==> src/rtl/uart_tx_arbiter.sv <==
// uart_tx_arbiter
//   Shares one UART transmit line between two byte-stream requesters and
//   serialises granted bytes as 8N1 frames. A grant is held for a whole packet
//   (up to and including the byte flagged last). Ownership alternates
//   round-robin between packets.
//
// Ports
//   clk12        : clock, all state updates on rising edge
//   rst          : synchronous active-high reset
//   req0_valid   : requester 0 presents a byte
//   req0_data    : byte from requester 0
//   req0_last    : presented byte ends requester 0's packet
//   req0_ready   : byte from requester 0 is accepted this cycle
//   req1_*       : same meanings, for requester 1
//   grant        : one-hot packet owner, 2'b00 when the line is unowned
//   busy         : serialiser is not idle
//   tx           : UART line, idle high
//
// Serialiser states
//   state   | meaning
//   S_IDLE  | line high, ready to accept a byte from the owner
//   S_START | start bit (low), CLKS_PER_BIT cycles
//   S_DATA  | 8 data bits LSB first, CLKS_PER_BIT cycles each
//   S_STOP  | stop bit (high), CLKS_PER_BIT cycles
module uart_tx_arbiter #(
    parameter int CLKS_PER_BIT = 104
) (
    input  logic       clk12,
    input  logic       rst,
    input  logic       req0_valid,
    input  logic [7:0] req0_data,
    input  logic       req0_last,
    output logic       req0_ready,
    input  logic       req1_valid,
    input  logic [7:0] req1_data,
    input  logic       req1_last,
    output logic       req1_ready,
    output logic [1:0] grant,
    output logic       busy,
    output logic       tx
);

    localparam int CNT_W = (CLKS_PER_BIT > 1) ? $clog2(CLKS_PER_BIT) : 1;
    localparam logic [CNT_W-1:0] BAUD_LAST = CNT_W'(CLKS_PER_BIT - 1);

    typedef enum logic [1:0] {
        S_IDLE,
        S_START,
        S_DATA,
        S_STOP
    } ser_state_t;

    ser_state_t       state;
    ser_state_t       state_nxt;
    logic [CNT_W-1:0] baud_cnt;
    logic [3:0]       bit_idx;
    logic [7:0]       shreg;
    logic             prio;

    logic             ser_idle;
    logic             bit_done;
    logic             xfer0;
    logic             xfer1;
    logic             xfer;
    logic             xfer_last;
    logic [7:0]       xfer_data;

    assign ser_idle   = (state == S_IDLE);
    assign bit_done   = (baud_cnt == BAUD_LAST);
    assign req0_ready = grant[0] && ser_idle;
    assign req1_ready = grant[1] && ser_idle;
    assign xfer0      = req0_valid && req0_ready;
    assign xfer1      = req1_valid && req1_ready;
    assign xfer       = xfer0 || xfer1;
    assign xfer_last  = (xfer0 && req0_last) || (xfer1 && req1_last);
    assign xfer_data  = xfer1 ? req1_data : req0_data;

    always_ff @(posedge clk12) begin
        if (rst) begin
            state <= S_IDLE;
        end else begin
            state <= state_nxt;
        end
    end

    always_comb begin
        state_nxt = state;
        busy      = 1'b1;
        tx        = 1'b1;
        case (state)
            S_IDLE: begin
                busy = 1'b0;
                if (xfer) begin
                    state_nxt = S_START;
                end
            end
            S_START: begin
                tx = 1'b0;
                if (bit_done) begin
                    state_nxt = S_DATA;
                end
            end
            S_DATA: begin
                tx = shreg[0];
                if (bit_done && (bit_idx == 4'd7)) begin
                    state_nxt = S_STOP;
                end
            end
            S_STOP: begin
                if (bit_done) begin
                    state_nxt = S_IDLE;
                end
            end
            default: begin
                state_nxt = S_IDLE;
            end
        endcase
    end

    // Baud counter and bit index restart on every state entry; within DATA the
    // baud counter also restarts at each bit boundary.
    always_ff @(posedge clk12) begin
        if (rst) begin
            baud_cnt <= '0;
            bit_idx  <= '0;
            shreg    <= 8'hFF;
        end else begin
            if (state_nxt != state) begin
                baud_cnt <= '0;
                bit_idx  <= '0;
            end else if (state != S_IDLE) begin
                if (bit_done) begin
                    baud_cnt <= '0;
                end else begin
                    baud_cnt <= baud_cnt + 1'b1;
                end
                if ((state == S_DATA) && bit_done) begin
                    bit_idx <= bit_idx + 4'd1;
                end
            end

            if (xfer) begin
                shreg <= xfer_data;
            end else if ((state == S_DATA) && bit_done) begin
                shreg <= {1'b1, shreg[7:1]};
            end
        end
    end

    // Arbitration only happens while the line is unowned, so it can overlap
    // the last frame of the previous packet. Release always leaves grant at 0
    // for a cycle before the next owner is chosen.
    always_ff @(posedge clk12) begin
        if (rst) begin
            grant <= 2'b00;
            prio  <= 1'b0;
        end else if (grant == 2'b00) begin
            if (req0_valid && (!req1_valid || !prio)) begin
                grant <= 2'b01;
            end else if (req1_valid) begin
                grant <= 2'b10;
            end
        end else if (xfer_last) begin
            grant <= 2'b00;
            prio  <= grant[0];
        end
    end

endmodule

==> config.mk <==
export PLATFORM = sky130hd
export DESIGN_NAME = uart_tx_arbiter
export DESIGN_NICKNAME = d
export VERILOG_FILES = /design/src/rtl/uart_tx_arbiter.sv
export SDC_FILE = /design/constraint.sdc
export NUM_CORES = 1
export LEC_CHECK = 0
export ABC_CLOCK_PERIOD_IN_PS = 4200
export BUFFER_PORTS_ARGS = -buffer_cell sky130_fd_sc_hd__buf_2
export CORE_MARGIN = 2
export CORE_UTILIZATION = 58
export CTS_BUF_LIST = sky130_fd_sc_hd__clkbuf_16
export DETAILED_ROUTE_END_ITERATION = 10
export PLACE_DENSITY = 0.84
export SLEW_MARGIN = 20
export SYNTH_ARGS = -nofsm -noshare
export SYNTH_HDL_FRONTEND = slang
export SYNTH_SLANG_ARGS = --single-unit
==> constraint.sdc <==
create_clock -name clk12 -period 4.2 [get_ports clk12]
set_input_delay 0.21 -clock clk12 [delete_from_list [all_inputs] [get_ports clk12]]
set_output_delay 0.21 -clock clk12 [all_outputs]
set_load 0.05 [all_outputs]
==> metrics <==
outcome=complete, no violations; CTS sink count=24; Max-Slew Margin vs Limit=between 60 and 70%; crit path max fanout=11; reg2reg path depth=5; routed len/inst=approximately 15 um; RSZ-0062 raised after global routing=no; combinational share of power=around 17%; Via Count=roughly 1,100; final period utilization=a little over two fifths; detailed placer's ending HPWL=about 2000 um; share of layout cells above drive strength 1=between 30% and 40%; post-synth net total=160; Initial DRC Count=19; Synth area leaders=dfxtp_1 35%, mux2i_1 12%, a22oi_1 4.3%; Setup TNS Final=0 ps; H-tree levels=1; Synth-to-Final Area Change=14.1%; worst r2r src=baud_cnt[0]; Post-Layout Inst Area=1580 sq um; initial antenna violation count=0; prevailing post-synth register cell=dfxtp_1; WS Path Type=reg2reg; final setup violation count=0; post-synthesis compound-gate area fraction=roughly 17%; Simple-Gate Fraction of Synth Area=between 20% and 30%; fin nets=186; crit path time final=about 1800 ps; CORE AREA=2230 sq um; first-pass GRT wire length=roughly 4600 um; Max rail drop VDD=around 330 uV; post-detailed-route count of antenna-violating nets=0; die height=52.8 um; Pint=about 0.4 mW; placed inst area=1500 sq um; Psw=approximately 0.15 mW; largest family of logic cells by synthesized area=simple AND/OR/NAND/NOR gates; Synth Area in XOR/XNOR=under 10%; fmax=between 500 and 600 MHz; final worst slack=2350 ps; overall global routing resource usage=roughly 23%; Hold Crit Class=in2reg; Place WS=2390 ps; mux contribution to synthesized area=between 10% and 20%; drt total wl=roughly 2800 um; critical path arrival=between 1500 and 2000 ps; clock root cell=clkbuf_16; Sw Share=27.4%; most frequent cell after synthesis=dfxtp_1; post-CTS sizing=0; Hold Fails Final Rpt=0; grt ovf=0; post-CTS setup buffer count=0; worst reg2reg endpoint=baud_cnt[5]; Yosys warnings=0; clock buffer depth=2; routed vias/inst=5.90; vias in the first global route=~1,000; Clock transition at path regs=60 ps; Post-synth EDFFs=0; reg-to-reg slack, setup=~2400 ps; DRC viols=0; largest net degree at the start of global routing=14; die width=about 53 um; Slew Limit Fails=0; largest area contributor in the netlist=dfxtp_1; CTS tree=done; Critical Path RT=4320 ps; Starting Density=approximately three fifths; # IOs=28; worst skew pair latency=~260 ps; clock share of power=between 30% and 40%; Port Buffer Count=27; power share of the sequential group=about 45%; FP Rows=17; Worst Clk Skew=between 2 and 2.5 ps; top-area cell type share of the netlist area=34.8%; max-cap viol count=0; crit path launch type=register; Avg Inst Size Synth=just over 10 sq um; critical path endpoint category=register; register area share after synthesis=between 30% and 40%; 1st-pass router iterations=4; measured slew at the worst slew-check pin=just over 500 ps; list of most frequent post-synthesis cells=24 x dfxtp_1, 17 x mux2i_1, 9 x nand2_1; DIE AREA=~2800 sq um; antenna cells=0; ys async rst share=0%; Netlist cell types=between 40 and 50; routability congestion estimate=about 0.78; Leakage=0.632 nW; Tot Pwr=around 0.55 mW; CTS Buf Count=3; pwr dens=349 nW/um^2; #FFs+latches synth=24; Critical path origin=baud_cnt[0]; Critical Path End=baud_cnt[5]; adder-cell share of the synthesized area=under 10%; Cells after Synth=between 100 and 150; Post-CTS Hold Buffers=0; Post-Syn Area=between 1000 and 1500 sq um
==> registers in the layout (all words and copies together) (netlist names) <==
| register | count |
|---|---|
| baud_cnt | 7 |
| bit_idx | 4 |
| shreg | 8 |
| grant | 2 |
| prio | 1 |
| state | 2 |
==> final cells by class <==
| class | instances | area [sq um] |
|---|---|---|
| Timing Repair Buffer | 28 | 143 |
| Clock inverter | 1 | 3.75 |
| Tap cell | 28 | 35.0 |
| Clock buffer | 3 | 75.1 |
| Inverter | 5 | 18.8 |
| Fill cell | 180 | 657 |
| Multi-Input combinational cell | 100 | 821 |
| Sequential cell | 24 | 480 |
==> cells in the final DEF (no fill, tap or decap), types with 2 or more instances in the layout <==
cell	Yosys	layout
nand2b_1	2	2
mux2i_1	17	17
ha_1	2	2
a21oi_1	2	2
xor2_1	2	2
nand2_1	9	9
or3_1	2	2
xnor2_1	5	5
inv_1	5	5
nor2_2	6	6
nor2_1	7	7
nor3_1	3	3
a21oi_2	4	4
dfxtp_1	24	24
clkbuf_16	0	3
o31ai_1	2	2
buf_2	0	27
a22oi_1	8	8
a211oi_1	3	3
==> worst min path at each step <==
stage	from	to	slack [ps]	depth (start not counted)
2_1_floorplan	req0_valid	grant[0]	360	2
3_3_place_gp	baud_cnt[0]	baud_cnt[0]	490	2
3_5_place_dp	req1_data[7]	shreg[7]	500	3
4_1_cts	req1_data[7]	shreg[7]	240	3
5_1_grt	req1_data[7]	shreg[7]	250	3
6_report	req1_data[7]	shreg[7]	230	3
==> power groups by stage <==
stage               sequential [mW]  clock (mW)  combinational (mW)
floorplan                     0.255           0              0.0684
global placement              0.252           0              0.0879
detailed placement            0.253           0              0.0901
CTS                           0.248       0.213              0.0911
global route                  0.250       0.222              0.0988
finish                        0.248       0.210              0.0911
==> cell families after synthesis <==
| family | Yosys count |
|---|---|
| AND/OR/NAND/NOR | 46 |
| AO/OA/AOI/OAI | 28 |
| flip-flops | 24 |
| multiplexers | 17 |
| buffers and inverters | 12 |
| XOR/XNOR | 7 |
| adder cells (fa/ha/maj) | 2 |
==> per-stage QoR <==
step                hold WS (ps)  utilization (%)  cells
finish                       235             70.6    189
detailed placement           502             67.1    185
floorplan                    358                -    136
CTS                          236             70.6    189
global route                 248             70.6    189
global placement             486             67.1    185
==> layer usage <==
metal  up-vias  track usage (%)  share of wire, %
li1        539                -                 -
met1       538             27.0                42
met2        30             38.3                50
met3         8             7.14               5.3
met4         0             8.97               2.7
met5         -                0                 0
==> critical path, stage by stage (launching register included) <==
cell and delay [ps]:
dfxtp_1 390, ha_1 290, nand3_2 160, nor3_4 310, a21bo_1 490, a211oi_1 80
Power figures use the tool's default switching activity.
